## config.mk

```make
export PLATFORM = sky130hd
export DESIGN_NAME = hazard_detection_unit
export DESIGN_NICKNAME = d
export VERILOG_FILES = /design/src/rtl/hazard_pkg.sv /design/src/rtl/sat_counter.sv /design/src/rtl/hazard_detection_unit.sv
export SDC_FILE = /design/constraint.sdc
export NUM_CORES = 1
export LEC_CHECK = 0
export BUFFER_PORTS_ARGS = -buffer_cell sky130_fd_sc_hd__buf_2
export CAP_MARGIN = 20
export CORE_ASPECT_RATIO = 0.9
export CORE_MARGIN = 3
export CORE_UTILIZATION = 40
export CTS_CLUSTER_DIAMETER = 60
export DETAILED_ROUTE_END_ITERATION = 8
export GPL_TIMING_DRIVEN = 0
export PLACE_DENSITY = 0.65
export SYNTH_ARGS = -nofsm -noshare
export SYNTH_HDL_FRONTEND = slang
export SYNTH_HIERARCHICAL = 1
export SYNTH_SLANG_ARGS = --single-unit
```

## constraint.sdc

```tcl
create_clock -name clk -period 2.75 [get_ports clk]
set_input_delay 0.275 -clock clk [delete_from_list [all_inputs] [get_ports clk]]
set_output_delay 0.275 -clock clk [all_outputs]
set_load 0.1 [all_outputs]
```

## src/rtl/hazard_pkg.sv

```systemverilog
// Shared types and constants for the pipeline hazard controller.
// Holds the FSM encoding, the hard-wired zero register and the watchdog width.
package hazard_pkg;

    typedef enum logic {
        RUN      = 1'b0,
        MEM_WAIT = 1'b1
    } hazard_state_t;

    localparam logic [4:0] REG_ZERO = 5'd0;
    localparam int         WAIT_W   = 16;

    // True when an ID source operand is read and names the given destination.
    function automatic logic src_match(input logic       uses,
                                       input logic [4:0] src,
                                       input logic [4:0] dst);
        return uses && (src == dst);
    endfunction

endpackage

```

## src/rtl/sat_counter.sv

```systemverilog
// Saturating up-counter with synchronous active-high clear.
// Stops at all-ones and never wraps back to zero.
module sat_counter #(
    parameter int W = 16
) (
    input  logic         clk,
    input  logic         rst,
    input  logic         inc,
    output logic [W-1:0] count
);

    always_ff @(posedge clk) begin
        if (rst) begin
            count <= '0;
        end else if (inc && (count != {W{1'b1}})) begin
            count <= count + W'(1);
        end
    end

endmodule

```

## src/rtl/hazard_detection_unit.sv

```systemverilog
// Stall/flush controller for the 5-stage pipeline: load-use, taken branch and
// memory-wait hazards, plus a memory-wait watchdog and stall/flush counters.
//
// state    | meaning
// ---------+-------------------------------------------------------------
// RUN      | normal issue; load-use and branch hazards handled here
// MEM_WAIT | a data-memory access in MEM is outstanding; back end frozen
module hazard_detection_unit
    import hazard_pkg::*;
#(
    parameter int CNT_W       = 16,
    parameter int MEM_TIMEOUT = 255
) (
    input  logic             clk,
    input  logic             rst,
    input  logic [4:0]       ID_Rs,
    input  logic [4:0]       ID_Rt,
    input  logic             ID_uses_Rs,
    input  logic             ID_uses_Rt,
    input  logic             EX_mem_read,
    input  logic [4:0]       EX_Rd,
    input  logic             EX_branch_taken,
    input  logic             MEM_mem_access,
    input  logic             dmem_ready,
    output logic             pc_write,
    output logic             IF_ID_write,
    output logic             ID_EX_bubble,
    output logic             IF_ID_flush,
    output logic             ID_EX_flush,
    output logic             pipe_freeze,
    output logic             mem_timeout,
    output logic [CNT_W-1:0] stall_cycles,
    output logic [CNT_W-1:0] flush_count
);

    localparam logic [WAIT_W-1:0] TIMEOUT_LIMIT = WAIT_W'(MEM_TIMEOUT);

    hazard_state_t     state;
    hazard_state_t     state_next;
    logic              mem_wait;
    logic              load_use;
    logic              freeze;
    logic [WAIT_W-1:0] wait_cnt;
    logic [WAIT_W-1:0] wait_inc;

    assign mem_wait = MEM_mem_access && !dmem_ready;
    assign load_use = EX_mem_read && (EX_Rd != REG_ZERO) &&
                      (src_match(ID_uses_Rs, ID_Rs, EX_Rd) ||
                       src_match(ID_uses_Rt, ID_Rt, EX_Rd));

    // Once waiting, the access stays in MEM until dmem_ready, so hold on that alone.
    assign freeze = mem_wait || ((state == MEM_WAIT) && !dmem_ready);

    always_ff @(posedge clk) begin
        if (rst) begin
            state <= RUN;
        end else begin
            state <= state_next;
        end
    end

    always_comb begin
        state_next   = state;
        pc_write     = 1'b1;
        IF_ID_write  = 1'b1;
        ID_EX_bubble = 1'b0;
        IF_ID_flush  = 1'b0;
        ID_EX_flush  = 1'b0;
        pipe_freeze  = 1'b0;

        case (state)
            RUN:      if (mem_wait)   state_next = MEM_WAIT;
            MEM_WAIT: if (dmem_ready) state_next = RUN;
            default:                  state_next = RUN;
        endcase

        if (rst) begin
            state_next = RUN;
        end else if (freeze) begin
            pipe_freeze = 1'b1;
            pc_write    = 1'b0;
            IF_ID_write = 1'b0;
        end else if (EX_branch_taken) begin
            IF_ID_flush = 1'b1;
            ID_EX_flush = 1'b1;
        end else if (load_use) begin
            pc_write     = 1'b0;
            IF_ID_write  = 1'b0;
            ID_EX_bubble = 1'b1;
        end
    end

    assign wait_inc = (wait_cnt == {WAIT_W{1'b1}}) ? wait_cnt : wait_cnt + WAIT_W'(1);

    // wait_cnt holds the number of frozen cycles completed so far in this wait.
    always_ff @(posedge clk) begin
        if (rst) begin
            wait_cnt    <= '0;
            mem_timeout <= 1'b0;
        end else if (freeze) begin
            wait_cnt <= wait_inc;
            if (wait_inc >= TIMEOUT_LIMIT) begin
                mem_timeout <= 1'b1;
            end
        end else begin
            wait_cnt <= '0;
        end
    end

    sat_counter #(.W(CNT_W)) u_stall_cnt (
        .clk   (clk),
        .rst   (rst),
        .inc   (!pc_write),
        .count (stall_cycles)
    );

    sat_counter #(.W(CNT_W)) u_flush_cnt (
        .clk   (clk),
        .rst   (rst),
        .inc   (IF_ID_flush),
        .count (flush_count)
    );

endmodule

```

==> results of run 1 <==
## cell families (layout without fill, tap and decap cells)
family	after synthesis	count (layout)
muxes	9	9
adders and majority gates	3	3
AOI/OAI and AO/OA	65	65
xor gates and xnor gates	23	23
buffers and inverters	26	93
and+or+nand+nor	162	162
DFF	50	50
## cells in the final DEF, fill, tap and decap left out, types with 3 or more instances in the layout
cell / synthesis / layout
sky130_fd_sc_hd__buf_2: 2 / 63
sky130_fd_sc_hd__dfxtp_1: 50 / 50
sky130_fd_sc_hd__nor2_1: 33 / 33
sky130_fd_sc_hd__a21oi_1: 24 / 24
sky130_fd_sc_hd__nand2_1: 20 / 20
sky130_fd_sc_hd__nand3_1: 18 / 18
sky130_fd_sc_hd__or4_1: 16 / 16
sky130_fd_sc_hd__xnor2_1: 14 / 14
sky130_fd_sc_hd__o31ai_1: 13 / 13
sky130_fd_sc_hd__nand4_1: 12 / 12
sky130_fd_sc_hd__nor3_1: 12 / 12
sky130_fd_sc_hd__o21ai_0: 12 / 12
sky130_fd_sc_hd__inv_1: 10 / 10
sky130_fd_sc_hd__xor2_1: 9 / 9
sky130_fd_sc_hd__nor4_1: 8 / 8
sky130_fd_sc_hd__or3_1: 7 / 7
sky130_fd_sc_hd__and4_1: 7 / 7
sky130_fd_sc_hd__mux2i_1: 6 / 6
sky130_fd_sc_hd__clkbuf_8: 0 / 6
sky130_fd_sc_hd__clkbuf_1: 5 / 5
sky130_fd_sc_hd__buf_4: 5 / 5
sky130_fd_sc_hd__and3_1: 5 / 5
sky130_fd_sc_hd__a31oi_1: 4 / 4
sky130_fd_sc_hd__nor2b_1: 4 / 4
sky130_fd_sc_hd__mux2_2: 3 / 3
sky130_fd_sc_hd__ha_1: 3 / 3
## layer usage
metal / share of wire, % / track usage, % / wire [µm]
met5: 0 / 0 / 0
met1: 50 / 23.9 / 3350
met3: 6.5 / 3.25 / 443
met4: 0.84 / 3.80 / 57
met2: 43 / 26.6 / 2910
## sequential cells by signal (all words and copies together), names as in the netlist
register / flops
u_stall_cnt/count: 16
u_flush_cnt/count: 16
mem_timeout: 1
state: 1
wait_cnt: 16
## final cells by class
| class | instances | share of cell area [%] |
|---|---|---|
| plain buffers | 16 | 2.88 |
| clock buffers | 6 | 2.47 |
| inverters | 10 | 1.12 |
| multi-input cells | 262 | 51.1 |
| flip-flops and latches | 50 | 29.9 |
| well taps | 90 | 3.36 |
| repair buffers | 61 | 9.12 |
## report_power, final
| part | switching (µW) | total, µW | internal (µW) |
|---|---|---|---|
| registers | 4.50 | 732 | 727 |
| clock network | 227 | 422 | 195 |
| logic | 89.5 | 125 | 36.0 |
| total | 321 | 1280 | 958 |
## worst reg2reg max path, stage by stage, from the launching register on
cell	delay [ps]
sky130_fd_sc_hd__dfxtp_1	420
sky130_fd_sc_hd__ha_1	290
sky130_fd_sc_hd__nand4_1	200
sky130_fd_sc_hd__or4_1	530
sky130_fd_sc_hd__buf_6	160
sky130_fd_sc_hd__nand3_2	70
sky130_fd_sc_hd__o21ai_1	80
sky130_fd_sc_hd__or4b_1	530
sky130_fd_sc_hd__o211ai_1	150
## final timing paths
kind	start	end	cells past startpoint
setup / recovery	wait_cnt[0]$_SDFF_PN0_	mem_timeout$_SDFFE_PP0P_	8
hold / removal	dmem_ready	wait_cnt[15]$_SDFF_PN0_	4
setup reg to reg	wait_cnt[0]$_SDFF_PN0_	mem_timeout$_SDFFE_PP0P_	8
hold reg to reg	mem_timeout$_SDFFE_PP0P_	mem_timeout$_SDFFE_PP0P_	2
## stage by stage
step | worst slack [ps] | std cells | hold WS, ps
2_1_floorplan | 238 | 338 | 475
3_3_place_gp | 212 | 489 | 471
3_5_place_dp | 166 | 489 | 465
4_1_cts | 262 | 495 | 387
5_1_grt | 101 | 495 | 393
6_report | 256 | 495 | 392
==> results by stage, run 1 <==
Status:
- The run finished with clean final reports.

Global routing:
- The global-route congestion overflow total is 0.
- Global routing used 16.9% of the available tracks across all layers.
- The first global-routing pass estimated 11,300 µm of wire.
- The largest net degree at the start of global routing is 14.
- The via count of the first global-routing pass came to 2,461.
- The number of antenna violations at the first check in global routing is 0.

Clock tree:
- Clock tree synthesis found a total of 50 sinks.
- The clock buffer count from CTS is 5.
- Once the clock tree was built, the setup fixing pass inserted 0 buffers.
- The later-pin clock latency in the skew report is 290 ps.
- In this run, post-CTS hold repair placed 0 buffers.
- Clock-pin slew was measured on the worst setup and hold paths at 90 ps.
- In this run the clock root is driven by a sky130_fd_sc_hd__clkbuf_8.
- The maximum clock insertion buffer count is 2.
- The CTS tree is done.
- The number of gates resized after CTS is 0.
- The clock tree synthesis step divided the H-tree into 2 levels.

Placed design:
- The number of buffers inserted by port buffering is 61.
- The placed instances occupy a cell area of 3260 µm².
- Detailed placement finished with a half-perimeter wire length of 5060 µm.
- The congestion estimate from routability-driven global placement came to 0.875.

STA:
- The max-slew violation total from the final report was 0.
- The setup skew after layout is 4.78 ps.
- Setup violations remaining at the end of the flow were counted as 0.
- After layout, the worst path uses 90.7% of the clock period.
- Timing would allow up to 0.401 GHz.
- For the pin with the worst max-slew slack, the measured transition is 722 ps.
- The number of failing hold endpoints at the final stage is 0.
- For the final routed database, the setup TNS stands at 0 ps.
- Setup repair after global routing left no endpoint under its margin.
- The clock period could shrink to 2490 ps.
- Headroom to the max-slew limit came out at 51.2%.

Logic synthesis:
- The post-synthesis compound-gate area fraction is 14.0%.
- Of the post-synthesis cell area, the part taken by muxes is 3.31%.
- Counting flops and latches in the post-synthesis netlist gives 50.
- The xor and xnor area share after synthesis is 7.11%.
- Sorting the synthesized cells by area gives the leading types as sky130_fd_sc_hd__dfxtp_1, sky130_fd_sc_hd__nor2_1, sky130_fd_sc_hd__xnor2_1, sky130_fd_sc_hd__a21oi_1, sky130_fd_sc_hd__or4_1.
- Of all flip-flops after synthesis, the portion carrying an async set or reset was 0%.
- The cell area after synthesis is 2840 µm².
- The post-synthesis area per instance is 8.39 µm².
- The share of synthesized cell area in full adder, half adder and majority cells is 1.32%.
- The combinational family with the most area after synthesis is simple AND/OR/NAND/NOR gates.
- In this run, synthesis inferred 0 flip-flops with an integrated enable.
- By count the netlist is led by sky130_fd_sc_hd__dfxtp_1, sky130_fd_sc_hd__nor2_1, sky130_fd_sc_hd__a21oi_1.
- The share of synthesized area in the top cell type comes to 35.3%.
- The main flop type after synthesis is sky130_fd_sc_hd__dfxtp_1.
- The area fraction in and, or, nand and nor cells after synthesis is 34.2%.
- The most frequent cell after synthesis is sky130_fd_sc_hd__dfxtp_1.
- The cell type with the largest total area after synthesis is sky130_fd_sc_hd__dfxtp_1.
- The netlist uses 47 different library cells.
- The register area share after synthesis is 35.3%.
- The Yosys step of the flow raised 6 warnings.
- The post-synth net total is 364.
- The cell count after synthesis is 338.

Critical path:
- The signal on the critical path passes through ha_1, nand4_1, or4_1, buf_6, nand3_2, o21ai_1, or4b_1, o211ai_1.
- For flop-to-flop paths, the worst setup slack is 260 ps.
- The worst setup path is launched from a flop.
- The critical path in this run is classified as reg2reg.
- Together, buffers and inverters on the worst path number 1.
- At the worst endpoint, the required time is 2970 ps.
- The maximum fanout count along the critical path is 9.
- The kind of end point of the critical path is a flop.
- For this run, the slowest stage of the critical path takes 530 ps.
- Data on the critical path arrives at its endpoint at 2710 ps.
- Among all stages on the critical path, the largest delay is contributed by sky130_fd_sc_hd__or4_1.
- The cell family contributing the most delay on the critical path is simple AND/OR/NAND/NOR gates.

Cells and area:
- The fraction of layout cells with a size suffix above 1 is 22.0%.
- The area added between synthesis and finish is 18.0%.
- The final layout net count is 432.
- The final core utilization is 49.8%.
- In the final layout, flip-flops and latches occupy 1000 µm².
- The number of fill cells is 674.
- With fillers left out, the area of the finished cells amounts to 3350 µm².
- The repair_antennas step left the layout with diodes totalling 0.
- The multi-input combinational cells in the finished layout cover a total of 1710 µm².

Routing:
- The count of unresolved DRC violations after routing is 0.
- The pre-antenna-repair detailed-routing pass consisted of 4 iterations.
- After detailed routing, the number of vias per cell comes to 5.54.
- The routed design has 6770 µm of wire.
- The DRC marker count from the first detailed-route iteration is 114.
- Dividing the detail-routed wire length by the instance count gives 13.7 µm.
- Once detail routing completed, the nets flagged for antenna violations numbered 0.
- The overall via count from detail_route is 2,742.

Power and ir drop:
- The total power is 1280 µW.
- Dividing total power by cell area gives a power density of 382 nW/µm².
- The analysis attributes to cell leakage a power of 0.00127 µW.
- The peak supply drop is 0.324 mV.

Floorplanning:
- The die is 94.7 µm wide.
- 62 I/O pins were placed.
- The initial cell density of the core is 42.2%.
- The floorplan step defined a die boundary enclosing 8140 µm².
- In this run the standard cell core region covers 6730 µm².
- In this run the vertical extent of the chip is 85.9 µm.
- The number of cell rows is 28.

Worst hold path:
- The class of the worst hold path is in2reg.

Run:
- Max-cap violations in this run came to 0.
Note: power is estimated with default switching activity, not from simulation.
==> inputs of run 2 (changes only) <==
--- a/config.mk
+++ b/config.mk
@@ -13,6 +13,7 @@
 export CTS_CLUSTER_DIAMETER = 60
 export DETAILED_ROUTE_END_ITERATION = 8
 export GPL_TIMING_DRIVEN = 0
+export MAX_ROUTING_LAYER = met4
 export PLACE_DENSITY = 0.65
 export SYNTH_ARGS = -nofsm -noshare
 export SYNTH_HDL_FRONTEND = slang
==> results by stage, run 2 (same netlist as run 1, synthesis figures left out) <==
Status:
- The flow ran to the end, and the final reports show no timing, DRC or antenna violations.

Routing:
- The via count normalized by instance count is 5.56 (+0.33%).
- The count of unresolved DRC violations after routing was 0 (unchanged).
- The overall via count from detail_route was 2,751 (+0.33%).
- The DRC marker count from the first detailed-route iteration is 114 (unchanged).
- The first-pass iteration count of the detailed router is 4 (unchanged).
- The total wire length is 6780 µm (+0.16%).
- The post-route antenna net violation count was 0 (unchanged).
- The wire length per cell after detailed routing is 13.7 µm (+0.16%).

Placed design:
- The post-detailed-placement half-perimeter wirelength was 5060 µm (unchanged).
- The routability congestion estimate from global placement is 0.889 (+1.6%).
- The number of buffers inserted by port buffering is 61 (unchanged).
- The placement-stage cell area was 3260 µm² (unchanged).

Global routing:
- The combined global-route utilization of all metal layers is 17.4% (+0.50 points).
- The number of antenna violations at the first check in global routing is 0 (unchanged).
- The first-pass GRT wire length is 11,300 µm (unchanged).
- The largest net degree at the start of global routing is 14 (unchanged).
- The global-route congestion overflow total is 0 (unchanged).
- The via count of the first global-routing pass was 2,459 (-0.081%).

Cells and area:
- The design area is 3350 µm² (unchanged).
- The library cells used most frequently in the layout, excluding fill and tap cells, are sky130_fd_sc_hd__buf_2, sky130_fd_sc_hd__dfxtp_1, sky130_fd_sc_hd__nor2_1, sky130_fd_sc_hd__a21oi_1, sky130_fd_sc_hd__nand2_1.
- The final layout net count came to 432 (unchanged).
- The final core utilization was 49.8% (unchanged).
- The largest registers in the layout are u_flush_cnt/count: 16 flops, u_stall_cnt/count: 16 flops, wait_cnt: 16 flops.
- The fraction of layout cells with a size suffix above 1 is 22.0% (unchanged).
- The number of antenna diodes is 0 (unchanged).
- The area added between synthesis and finish is 18.0% (unchanged).
- The commonest non-fill, non-tap cell in the layout is sky130_fd_sc_hd__buf_2.

Critical path:
- The kind of end point of the critical path is a flop.
- The arrival time reported for the critical path endpoint was 2710 ps (about the same).
- The worst register-to-register path begins at wait_cnt[0]$_SDFF_PN0_.
- The critical path data required time is 2970 ps (about the same).
- The kind of critical path is reg2reg.
- The worst setup path is launched from a flop.
- The destination of the worst register-to-register timing path is mem_timeout$_SDFFE_PP0P_.
- The maximum fanout count along the critical path is 9 (unchanged).
- The number of cells on the worst reg-to-reg path was 8 (unchanged).
- The internal reg-to-reg setup slack is 260 ps (about the same).

STA:
- The max-slew violation total from the final report is 0 (unchanged).
- The total negative slack for setup checks is 0 ps (unchanged).
- The setup skew after layout is 5.15 ps (+0.368 ps).
- The final critical-path required period is 2490 ps (unchanged).
- The number of failing hold endpoints at the final stage is 0 (unchanged).
- Setup repair after global routing left no endpoint under its margin.
- The number of setup violations in the final report is 0 (unchanged).
- The slew at the pin closest to its max-slew limit was 731 ps (+8.77 ps).
- The fraction of the cycle the final worst path needs was 90.7% (unchanged).
- The worst relative slew slack is 50.6% (-0.59 points).
- The final hold slack is 391 ps (-0.233 ps).
- The fmax was 0.401 GHz (unchanged).

Clock tree:
- The clock buffer count from CTS is 5 (unchanged).
- The clock root buffer is sky130_fd_sc_hd__clkbuf_8.
- The CTS tree is done.
- The number of gates resized after CTS was 0 (unchanged).
- The number of setup buffers added after CTS is 0 (unchanged).
- The later-pin clock latency in the skew report is 290 ps (about the same).
- The sink count of the clock tree was 50 (unchanged).
- The maximum clock insertion buffer count is 2 (unchanged).
- The number of hold buffers added after cts is 0 (unchanged).
- The depth of the CTS H-tree is 2 (unchanged).
- The clock transition time at the flip-flop clock pins of the worst setup and hold paths is 90 ps (about the same).

Worst hold path:
- The count of cells along the worst hold path was 4 (unchanged).
- In this run the most critical hold path is launched from dmem_ready.
- The end point of the most critical hold path is wait_cnt[15]$_SDFF_PN0_.
- The class of the worst hold path is in2reg.

Power and ir drop:
- The power density normalized to cell area is 382 nW/µm² (about the same).
- The share of total power in sequential cells is 57.2% (about the same).
- The proportion of total power due to net switching is 25.2% (+0.045 points).
- The peak supply drop came to 0.324 mV (about the same).
- The proportion of power drawn by the clock network came to 33.0% (about the same).
- The cell leakage power is 0.00127 µW (unchanged).
- The internal power component is 958 µW (about the same).
- The part of the total power dissipated in combinational logic was 9.8% (about the same).
- The net switching power figure is 322 µW (+0.24%).
- The total power came to 1280 µW (about the same).

Floorplanning:
- The die outline area is 8140 µm² (unchanged).
- The initial cell density of the core is 42.2% (unchanged).
- The die width is 94.7 µm (unchanged).
- The I/O pin count is 62 (unchanged).
- The area of the core was 6730 µm² (unchanged).
- The chip height is 85.9 µm (unchanged).
- The number of cell rows is 28 (unchanged).

Run:
- The max-cap check violation count is 0 (unchanged).
-- run 2: layout make-up --
cell class | instances | area (µm²)
repair buffers | 61 | 305
fillers | 674 | 3380
plain buffers | 16 | 96.3
multi-input cells | 262 | 1710
inverters | 10 | 37.5
well taps | 90 | 113
clock buffers | 6 | 82.6
flip-flops and latches | 50 | 1000
-- run 2: metal layers --
layer	track usage (%)	share of wire, %	routed length [µm]
met1	24.0	49	3350
met2	26.6	43	2920
met3	3.07	6.6	444
met4	3.80	0.84	57
met5	-	0	0
-- run 2: how the worst max path moves through the flow --
stage,slack [ps],from,to,cells past startpoint
2_1_floorplan,240,EX_Rd[1],pc_write,4
3_3_place_gp,210,rst,u_stall_cnt/count[15]$_SDFFE_PP0P_,9
3_5_place_dp,170,rst,u_stall_cnt/count[15]$_SDFFE_PP0P_,9
4_1_cts,260,wait_cnt[0]$_SDFF_PN0_,mem_timeout$_SDFFE_PP0P_,8
5_1_grt,100,wait_cnt[0]$_SDFF_PN0_,mem_timeout$_SDFFE_PP0P_,8
6_report,260,wait_cnt[0]$_SDFF_PN0_,mem_timeout$_SDFFE_PP0P_,8
-- run 2: critical path, stage by stage (launching register included) --
cell and delay, ps:
sky130_fd_sc_hd__dfxtp_1 420, sky130_fd_sc_hd__ha_1 290, sky130_fd_sc_hd__nand4_1 200, sky130_fd_sc_hd__or4_1 530, sky130_fd_sc_hd__buf_6 160, sky130_fd_sc_hd__nand3_2 60, sky130_fd_sc_hd__o21ai_1 80, sky130_fd_sc_hd__or4b_1 530
sky130_fd_sc_hd__o211ai_1 150
-- run 2: power groups by stage --
| stage | registers (µW) | clock network [µW] | logic, µW |
|---|---|---|---|
| 3_5_place_dp | 749 | 0 | 127 |
| 6_report | 732 | 423 | 125 |
| 5_1_grt | 733 | 473 | 135 |
| 4_1_cts | 732 | 444 | 127 |
| 3_3_place_gp | 749 | 0 | 124 |
| 2_1_floorplan | 766 | 0 | 69.7 |
-- run 2: per-stage QoR --
stage               std cells  setup WS (ps)
detailed placement        489            166
global route              495            101
finish                    495            256
global placement          489            212
floorplan                 338            238
CTS                       495            262
==> inputs of run 3 (changes only) <==
--- a/config.mk
+++ b/config.mk
@@ -15,6 +15,7 @@
 export GPL_TIMING_DRIVEN = 0
 export MAX_ROUTING_LAYER = met4
 export PLACE_DENSITY = 0.65
+export RECOVER_POWER = 25
 export SYNTH_ARGS = -nofsm -noshare
 export SYNTH_HDL_FRONTEND = slang
 export SYNTH_HIERARCHICAL = 1
==> results by stage, run 3 (same netlist as run 1, synthesis figures left out) <==
Status:
- The flow ran to the end, and the final reports show no timing, DRC or antenna violations.

Floorplanning:
- The I/O pin count is 62 (unchanged).
- The number of cell rows is 28 (unchanged).
- The die outline area was 8140 µm² (unchanged).
- The die width is 94.7 µm (unchanged).
- The initial cell density of the core is 42.2% (unchanged).
- The area of the core is 6730 µm² (unchanged).
- The chip height is 85.9 µm (unchanged).

Power and ir drop:
- The power density normalized to cell area was 385 nW/µm² (+0.61%).
- The cell leakage power is 0.00118 µW (-7.2%).
- The peak supply drop was 0.325 mV (about the same).

Critical path:
- The startpoint of the most critical register-to-register path is wait_cnt[0]$_SDFF_PN0_.
- In this design, the largest share of critical-path delay is due to simple AND/OR/NAND/NOR gates.
- The arrival time reported for the critical path endpoint is 2710 ps (about the same).
- The maximum fanout count along the critical path is 9 (unchanged).
- The kind of end point of the critical path is a flop.
- The peak per-stage delay on the critical path is 530 ps (about the same).
- The worst register-to-register path ends at mem_timeout$_SDFFE_PP0P_.
- STA classifies the critical path startpoint as a flop.
- The internal reg-to-reg setup slack is 260 ps (about the same).
- Traced cell by cell, the critical path runs through ha_1, nand4_1, or4_1, buf_6, nand3_2, o21ai_1, or4b_1, o211ai_1.
- The critical path data required time is 2970 ps (about the same).
- The number of cells on the worst reg-to-reg path is 8 (unchanged).
- The standard cell with the maximum stage delay on the critical path is sky130_fd_sc_hd__or4_1.
- The sum of buffers and inverters on the critical path is 1 (unchanged).
- The worst setup path is of the reg2reg kind.

Routing:
- The first-pass iteration count of the detailed router is 5 (+1).
- The via count normalized by instance count came to 5.53 (-0.58%).
- The total wire length is 6750 µm (-0.46%).
- The DRC marker count from the first detailed-route iteration is 149 (+31%).
- The count of unresolved DRC violations after routing is 0 (unchanged).
- The overall via count from detail_route is 2,735 (-0.58%).
- The post-route antenna net violation count is 0 (unchanged).
- The wire length per cell after detailed routing is 13.6 µm (-0.46%).

Placed design:
- The placement-stage cell area is 3260 µm² (unchanged).
- The routability congestion estimate from global placement is 0.889 (unchanged).
- The post-detailed-placement half-perimeter wirelength is 5060 µm (unchanged).
- The number of buffers inserted by port buffering is 61 (unchanged).

Global routing:
- The via count of the first global-routing pass is 2,459 (unchanged).
- The first-pass GRT wire length came to 11,300 µm (unchanged).
- The largest net degree at the start of global routing is 14 (unchanged).
- The number of antenna violations at the first check in global routing was 0 (unchanged).
- The combined global-route utilization of all metal layers is 17.4% (unchanged).
- The global-route congestion overflow total is 0 (unchanged).

Cells and area:
- The fraction of layout cells with a size suffix above 1 is 16.8% (-5.2 points).
- The library cell used most frequently in the layout, excluding fill and tap cells, is sky130_fd_sc_hd__dfxtp_1.
- The number of fill cells came to 687 (+1.9%).
- The design area is 3320 µm² (-0.79%).
- The final layout net count was 432 (unchanged).
- The number of antenna diodes is 0 (unchanged).
- Leaving out fill and tap cells, the most frequent cells in the layout are sky130_fd_sc_hd__dfxtp_1, sky130_fd_sc_hd__buf_2, sky130_fd_sc_hd__nor2_1, sky130_fd_sc_hd__clkbuf_1, sky130_fd_sc_hd__a21oi_1.
- The largest registers in the layout are u_flush_cnt/count: 16 flops, u_stall_cnt/count: 16 flops, wait_cnt: 16 flops.
- From synthesis to final layout, the design area changed by 17.1%.

Worst hold path:
- The end point of the most critical hold path is wait_cnt[15]$_SDFF_PN0_.
- The count of cells along the worst hold path is 4 (unchanged).
- The critical hold path startpoint is dmem_ready.
- The class of the worst hold path is in2reg.

Clock tree:
- Clock tree synthesis selected as its root buffer the cell sky130_fd_sc_hd__clkbuf_8.
- The number of gates resized after CTS is 0 (unchanged).
- The maximum clock insertion buffer count is 2 (unchanged).
- The depth of the CTS H-tree came to 2 (unchanged).
- The later-pin clock latency in the skew report was 290 ps (about the same).
- The number of hold buffers added after cts is 0 (unchanged).
- The number of setup buffers added after CTS is 0 (unchanged).
- The clock transition time at the flip-flop clock pins of the worst setup and hold paths was 90 ps (about the same).
- TritonCTS built the clock tree.
- The sink count of the clock tree is 50 (unchanged).
- The clock buffer count from CTS is 5 (unchanged).

Run:
- The max-cap check violation count is 0 (unchanged).

STA:
- The fmax was 0.401 GHz (about the same).
- The setup skew after layout came to 4.84 ps (-0.308 ps).
- The total negative slack for setup checks is 0 ps (unchanged).
- The max-slew violation total from the final report is 0 (unchanged).
- The number of failing hold endpoints at the final stage came to 0 (unchanged).
- The worst relative slew slack is 22.3% (-28 points).
- The slew at the pin closest to its max-slew limit is 1170 ps (+439 ps).
- The number of setup violations in the final report is 0 (unchanged).
- Setup repair after global routing left no endpoint under its margin.
- The final critical-path required period is 2490 ps (+0.0120 ps).
- The fraction of the cycle the final worst path needs is 90.7% (about the same).
run 3: metal layers:
layer  GRT usage [%]  up-vias  wire [µm]
met1            24.0     1241       3380
li1                -     1403          -
met4            3.80        0         57
met3            3.07        4        399
met5               -        -          0
met2            26.6       87       2900
run 3: through the flow:
| stage | std cells | util (%) | hold WS [ps] | setup WS (ps) | power (µW) |
|---|---|---|---|---|---|
| global placement | 489 | 48.5 | 471 | 212 | 873 |
| finish | 495 | 49.4 | 391 | 256 | 1280 |
| floorplan | 338 | - | 475 | 238 | 835 |
| CTS | 495 | 49.8 | 387 | 262 | 1300 |
| global route | 495 | 49.4 | 394 | 101 | 1340 |
| detailed placement | 489 | 48.5 | 465 | 166 | 876 |
run 3: how the worst max path moves through the flow:
stage	startpoint	to	slack (ps)	cells past startpoint
4_1_cts	wait_cnt[0]$_SDFF_PN0_	mem_timeout$_SDFFE_PP0P_	260	8
2_1_floorplan	EX_Rd[1]	pc_write	240	4
5_1_grt	wait_cnt[0]$_SDFF_PN0_	mem_timeout$_SDFFE_PP0P_	100	8
3_5_place_dp	rst	u_stall_cnt/count[15]$_SDFFE_PP0P_	170	9
6_report	wait_cnt[0]$_SDFF_PN0_	mem_timeout$_SDFFE_PP0P_	260	8
3_3_place_gp	rst	u_stall_cnt/count[15]$_SDFFE_PP0P_	210	9
run 3: worst reg2reg max path: stages (launching register included):
cell,delay [ps]
sky130_fd_sc_hd__dfxtp_1,420
sky130_fd_sc_hd__ha_1,290
sky130_fd_sc_hd__nand4_1,200
sky130_fd_sc_hd__or4_1,530
sky130_fd_sc_hd__buf_6,160
sky130_fd_sc_hd__nand3_2,70
sky130_fd_sc_hd__o21ai_1,80
sky130_fd_sc_hd__or4b_1,530
sky130_fd_sc_hd__o211ai_1,150
run 3: power by group:
| group | leakage [µW] | total [µW] | switching [µW] | internal (µW) |
|---|---|---|---|---|
| sequential | 0.000403 | 732 | 4.43 | 727 |
| combinational | 0.000734 | 125 | 89.4 | 35.3 |
| clock | 0.0000431 | 421 | 227 | 195 |
| total | 0.00118 | 1280 | 320 | 957 |
run 3: cell type report:
type,count,area (µm²),share of cell area [%]
timing repair buffer,61,279,8.40
tap,90,113,3.39
sequential,50,1000,30.1
buffer,16,96.3,2.90
multi-input combinational,262,1710,51.5
clock buffer,6,82.6,2.49
inverter,10,37.5,1.13
